[src/rtl/axonerve_kernel_ctrl.sv]
// Kernel control sequencer: latches scalar arguments, kicks the selected
// engines once per run, gathers their done pulses and reports completion
// through an ap_ctrl_hs or ap_ctrl_chain handshake.  A saturating cycle
// counter measures each run, and an optional watchdog bounds the time spent
// waiting on the engines.
module axonerve_kernel_ctrl #(
    parameter int NUM_ENGINES    = 4,
    parameter int CHAIN_MODE     = 0,
    parameter int CYC_W          = 64,
    parameter int TIMEOUT_CYCLES = 0
) (
    input  logic                   ap_clk,
    input  logic                   areset,
    input  logic                   ap_start,
    input  logic                   ap_continue,
    output logic                   ap_idle,
    output logic                   ap_ready,
    output logic                   ap_done,
    input  logic [NUM_ENGINES-1:0] engine_mask_in,
    input  logic [31:0]            data_num_in,
    input  logic [31:0]            command_in,
    input  logic [63:0]            ptr_in,
    output logic [31:0]            data_num_q,
    output logic [31:0]            command_q,
    output logic [63:0]            ptr_q,
    output logic [NUM_ENGINES-1:0] engine_kick,
    input  logic [NUM_ENGINES-1:0] engine_done,
    output logic [NUM_ENGINES-1:0] done_status,
    output logic                   timeout_err,
    output logic [CYC_W-1:0]       cycle_count
);

    typedef enum logic [1:0] {S_IDLE, S_KICK, S_RUN, S_DONE} state_t;

    // The watchdog fires in the RUN cycle whose count equals the limit, so the
    // counter is compared against limit-1 (it counts completed RUN cycles).
    localparam bit          WDOG_EN   = (TIMEOUT_CYCLES != 0);
    localparam logic [31:0] RUN_LIMIT = (TIMEOUT_CYCLES > 0) ? 32'(TIMEOUT_CYCLES - 1) : 32'd0;

    state_t                 r_state;
    state_t                 w_state_nxt;
    logic                   r_start_d;
    logic                   r_ready;
    logic [NUM_ENGINES-1:0] r_mask;
    logic [NUM_ENGINES-1:0] r_done_status;
    logic                   r_timeout;
    logic [CYC_W-1:0]       r_cycles;
    logic [31:0]            r_run_cnt;
    logic [31:0]            r_data_num;
    logic [31:0]            r_command;
    logic [63:0]            r_ptr;

    logic                   w_start_ev;
    logic [NUM_ENGINES-1:0] w_done_acc;
    logic                   w_all_done;
    logic                   w_wdog_hit;

    // Saturating increment so a pathological run never wraps the counter.
    function automatic logic [CYC_W-1:0] sat_inc(input logic [CYC_W-1:0] v);
        return (&v) ? v : v + CYC_W'(1);
    endfunction

    // hs mode starts on a rising edge of ap_start; chain mode starts on level.
    assign w_start_ev = (CHAIN_MODE != 0) ? ap_start : (ap_start & ~r_start_d);
    assign w_done_acc = r_done_status | (engine_done & r_mask);
    assign w_all_done = ((w_done_acc & r_mask) == r_mask);
    assign w_wdog_hit = WDOG_EN && (r_run_cnt == RUN_LIMIT);

    assign data_num_q  = r_data_num;
    assign command_q   = r_command;
    assign ptr_q       = r_ptr;
    assign done_status = r_done_status;
    assign timeout_err = r_timeout;
    assign cycle_count = r_cycles;
    assign ap_ready    = r_ready;

    // State register; reset aborts any run in progress.
    always_ff @(posedge ap_clk) begin
        if (areset) begin
            r_state <= S_IDLE;
        end else begin
            r_state <= w_state_nxt;
        end
    end

    // Next-state decode and state-derived handshake outputs.
    always_comb begin
        w_state_nxt = r_state;
        ap_idle     = 1'b0;
        ap_done     = 1'b0;
        engine_kick = '0;
        case (r_state)
            S_IDLE: begin
                ap_idle = 1'b1;
                if (w_start_ev) begin
                    w_state_nxt = (engine_mask_in == '0) ? S_DONE : S_KICK;
                end
            end
            S_KICK: begin
                engine_kick = r_mask;
                w_state_nxt = S_RUN;
            end
            S_RUN: begin
                // Completion wins over a watchdog hit in the same cycle.
                if (w_all_done || w_wdog_hit) begin
                    w_state_nxt = S_DONE;
                end
            end
            S_DONE: begin
                ap_done = 1'b1;
                if ((CHAIN_MODE == 0) || ap_continue) begin
                    w_state_nxt = S_IDLE;
                end
            end
            default: w_state_nxt = S_IDLE;
        endcase
    end

    // Argument latch, done aggregation, cycle counting and watchdog.
    always_ff @(posedge ap_clk) begin
        if (areset) begin
            r_start_d     <= 1'b0;
            r_ready       <= 1'b0;
            r_mask        <= '0;
            r_done_status <= '0;
            r_timeout     <= 1'b0;
            r_cycles      <= '0;
            r_run_cnt     <= '0;
            r_data_num    <= '0;
            r_command     <= '0;
            r_ptr         <= '0;
        end else begin
            r_start_d <= ap_start;
            // Arguments are consumed on the accepting edge, so ready shows in
            // the following cycle whether the run goes to KICK or straight to DONE.
            r_ready   <= (r_state == S_IDLE) && w_start_ev;
            case (r_state)
                S_IDLE: begin
                    if (w_start_ev) begin
                        r_data_num    <= data_num_in;
                        r_command     <= command_in;
                        r_ptr         <= ptr_in;
                        r_mask        <= engine_mask_in;
                        r_done_status <= '0;
                        r_timeout     <= 1'b0;
                        r_cycles      <= '0;
                        r_run_cnt     <= '0;
                    end
                end
                S_KICK: begin
                    r_done_status <= w_done_acc;
                    r_cycles      <= sat_inc(r_cycles);
                end
                S_RUN: begin
                    r_done_status <= w_done_acc;
                    r_cycles      <= sat_inc(r_cycles);
                    if (WDOG_EN) begin
                        r_run_cnt <= r_run_cnt + 32'd1;
                    end
                    if (!w_all_done && w_wdog_hit) begin
                        r_timeout <= 1'b1;
                    end
                end
                default: ;
            endcase
        end
    end

endmodule

[config.mk]
export PLATFORM = sky130hd
export DESIGN_NAME = axonerve_kernel_ctrl
export DESIGN_NICKNAME = d
export VERILOG_FILES = /design/src/rtl/axonerve_kernel_ctrl.sv
export SDC_FILE = /design/constraint.sdc
export NUM_CORES = 1
export LEC_CHECK = 0
export ABC_AREA = 1
export CAP_MARGIN = 5
export CORE_ASPECT_RATIO = 0.7
export CORE_MARGIN = 2
export CORE_UTILIZATION = 42
export CTS_CLUSTER_DIAMETER = 40
export DETAILED_ROUTE_END_ITERATION = 6
export PLACE_DENSITY = 0.82
export SLEW_MARGIN = 15
export SYNTH_ARGS = -nofsm -noshare
export SYNTH_HDL_FRONTEND = slang
export SYNTH_SLANG_ARGS = --single-unit
[constraint.sdc]
create_clock -name ap_clk -period 2 [get_ports ap_clk]
set_input_delay 0.4 -clock ap_clk [delete_from_list [all_inputs] [get_ports ap_clk]]
set_output_delay 0.4 -clock ap_clk [all_outputs]
set_load 0.05 [all_outputs]
==> impl_metrics.env <==
export IMPL_status="finished clean"
export IMPL_grt_busiest_layer="met2"
export IMPL_grt_pass1_wl_mm=57.8
export IMPL_fmax_mhz=510
export IMPL_peakVddDrop_mv=0.856
export IMPL_placed_cell_area_sq_um=14300
export IMPL_synthesis_area_sq_um=10000
export IMPL_dp_cells=2227
export IMPL_gr_total_overflow=0
export IMPL_use_met2_pct=46.0
export IMPL_clockBufferDepth=3
export IMPL_areaGrowthSynthToFinish_pct=52.1
export IMPL_fin_area_sq_um=15200
export IMPL_grt_pass1_vias=10500
export IMPL_grt_util_met3_pct=10.7
export IMPL_wirelength_mm=38.3
export IMPL_critPathKind="flip-flop to output port"
export IMPL_period_needed_ps=1960
export IMPL_die_w_microns=188
export IMPL_p_sw_uw=10500
export IMPL_antenna_cells=0
export IMPL_leakagePower_uw=0.00662
export IMPL_core_sq_um=23500
export IMPL_clock_sinks=204
export IMPL_syn_inst=1547
export IMPL_antenna_found_initial=0
export IMPL_min_path_type="flip-flop to flip-flop"
export IMPL_clk_latency_ps=570
export IMPL_vias=11500
export IMPL_ys_warnings_count=0
export IMPL_swShare_pct=47.6
export IMPL_fin_hold_ws_ps=440
export IMPL_synth_area_top_cells="dfxtp_1 41%, nand2_1 12%, a21oi_1 9.3%"
export IMPL_post_dp_hpwl_mm=29.4
export IMPL_cap_violations=0
export IMPL_layout_drive_gt1_share_pct=15.0
export IMPL_clk_pin_slew_ps=60
export IMPL_ff2ff_path_depth=12
export IMPL_cp_arrival_ps=1560
export IMPL_setup_viol=0
export IMPL_synth_avg_cell_area_sq_um=6.46
export IMPL_htree_levels=1
export IMPL_ys_ff_latch=204
export IMPL_cts_root_buf="clkbuf_16"
export IMPL_clock_skew_ps=21.6
export IMPL_post_cts_buffers=0
export IMPL_die_h_microns=133
export IMPL_num_io_pins=344
export IMPL_crit_reg2reg_launch="cycle_count[13]$_SDFFE_PP0P_"
export IMPL_port_buffer_count=341
export IMPL_rows=47
export IMPL_cts_inserted_buffers=30
export IMPL_dr_first_iter_drc_count=918
export IMPL_final_nets=2086
export IMPL_final_cells=2283
export IMPL_clkPwrFrac_pct=24.0
export IMPL_ant_nets=0
export IMPL_postLayoutCoreUtil_pct=64.7
export IMPL_combPwrFrac_pct=49.4
export IMPL_worst_slew_pin_slew_ps=557
export IMPL_use_met1_pct=37.6
export IMPL_crit_path_end_kind="output port"
export IMPL_post_route_period_util_pct=98.0
export IMPL_cts_tree="built"
export IMPL_drcViolationCount=0
export IMPL_yosysSeqAreaShare_pct=40.8
export IMPL_yosysTopAreaCell="dfxtp_1"
export IMPL_drt_pass1_iterations=5
export IMPL_synth_top_cell_area_share_pct=40.8
export IMPL_ff2ff_setup_slack_ps=80
export IMPL_ys_types=33
export IMPL_internal_power_uw=11500
export IMPL_worstSetupEndpoint="cycle_count[6]"
export IMPL_startpoint_type="flip-flop"
export IMPL_cp_required_ps=1600
export IMPL_hold_viol=0
export IMPL_critPathLaunch="cycle_count[6]$_SDFFE_PP0P_"
export IMPL_maxSlewViolCount=0
export IMPL_synth_nets=1692
export IMPL_grt_usage_pct=29.4
export IMPL_grt_max_degree=97
export IMPL_start_util_pct=42.5
export IMPL_p_seq_share_pct=26.6
export IMPL_wl_per_cell_microns=16.8
export IMPL_die_area_sq_um=25100
export IMPL_worstReg2RegEnd="cycle_count[49]$_SDFFE_PP0P_"
export IMPL_power_density_nw_per_um2=1450
export IMPL_cp_max_fo=3
export IMPL_globalplace_congestion=1.02
export IMPL_viasPerCell=5.05
export IMPL_slew_headroom_pct=63.0
[registers in the layout, indices dropped and copies added, names as in the netlist]
register and count:
cycle_count 64, ptr_q 64, command_q 32, data_num_q 32, done_status 4, r_mask 4, r_state 2, ap_ready 1
r_start_d 1
[cells in the final DEF, fill, tap and decap left out, types with 2 or more instances in the layout]
cell / n
a21oi_1: 186
and2_1: 3
buf_12: 14
buf_4: 155
clkbuf_1: 4
clkbuf_16: 30
clkbuf_8: 2
clkdlybuf4s15_1: 5
clkdlybuf4s50_1: 138
clkinv_2: 3
clkinvlp_4: 2
dfxtp_1: 166
dfxtp_2: 36
dfxtp_4: 2
dlygate4sd2_1: 124
ha_1: 2
ha_4: 3
inv_1: 239
inv_6: 8
inv_8: 3
nand2_1: 311
nand2_2: 6
nand2_4: 2
nand3_1: 97
nand3_4: 2
nand3b_1: 6
nand4_1: 11
nor2_1: 189
nor2_2: 12
nor2_4: 4
nor3_1: 4
o21ai_0: 166
o21ai_1: 3
o21bai_1: 3
xnor2_1: 3
xor2_1: 6
[power groups by stage]
stage,Clock (uW),Combinational [uW],Sequential (uW)
floorplan,0,3510,9340
global placement,0,10900,5880
detailed placement,0,11100,5930
CTS,5350,10800,5840
global route,5550,11600,5970
finish,5270,10900,5860
[routing by layer]
layer,up-vias,share of wire (%)
li1,5679,-
met1,5195,40
met2,568,44
met3,88,12
met4,0,3.6
met5,-,0
[synth_stat cells (all sizes together)]
master    n
inv     241
a21oi   186
clkinv    1
o21ai   169
buf      21
nand3b    6
nand4    11
and2      4
o21bai    3
ha        5
nor3      4
o31ai     1
xnor2     3
nor4      1
clkbuf   55
nor2    206
xor2      6
dfxtp   204
nand2   319
nand3    99
conb      1
nor3b     1
[critical path, stage by stage, from the launching register on]
cell,delay [ps]
dfxtp_2,350
buf_4,130
dlygate4sd2_1,520
[worst min path at each step]
stage	start	endpoint	slack [ps]	cells after the start
6_report	data_num_q[13]$_SDFFE_PP0P_	data_num_q[13]$_SDFFE_PP0P_	440	2
4_1_cts	command_in[6]	command_q[6]$_SDFFE_PP0P_	430	3
2_1_floorplan	r_mask[0]$_SDFFE_PP0P_	r_mask[0]$_SDFFE_PP0P_	450	2
5_1_grt	command_in[6]	command_q[6]$_SDFFE_PP0P_	450	3
3_5_place_dp	command_q[6]$_SDFFE_PP0P_	command_q[6]$_SDFFE_PP0P_	430	2
3_3_place_gp	command_q[4]$_SDFFE_PP0P_	command_q[4]$_SDFFE_PP0P_	430	2
[repair_timing]
action,CTS,global route
cloned,0,0
pin swaps,0,0
hold buffers,0,0
endpoints found under the setup margin,130,74
resized for setup,131,31
[cell type report]
type	count	area, sq um
multi-input cells	1025	4780
repair buffers	438	3980
clock buffers	36	793
well taps	318	398
flip-flops and latches	204	4140
inverters	242	911
fillers	2120	8310
clock inverters	20	219
[cell families (layout without fill, tap and decap cells)]
logic type               Yosys count  count (layout)  share of synthesized area, %
AO/OA/AOI/OAI                    359             359                          18.1
XOR/XNOR                           9               9                         0.788
adder cells (fa/ha/maj)            5               5                         0.626
buffers and inverters            318             736                          12.6
flip-flops                       204             204                          40.8
other                              1               1                        0.0375
AND/OR/NAND/NOR                  651             651                          27.1
[stage by stage]
| stage | setup WS [ps] | total power (uW) | TNS, ps |
|---|---|---|---|
| final | 40.5 | 22000 | 0 |
| after global routing | -9.02 | 23100 | -16.6 |
| after CTS | 0.520 | 22000 | 0 |
| after detailed placement | 24.6 | 17000 | 0 |
| after global placement | 76.1 | 16800 | 0 |
| after floorplan | 3.54 | 12900 | 0 |
Power figures use the tool's default switching activity.
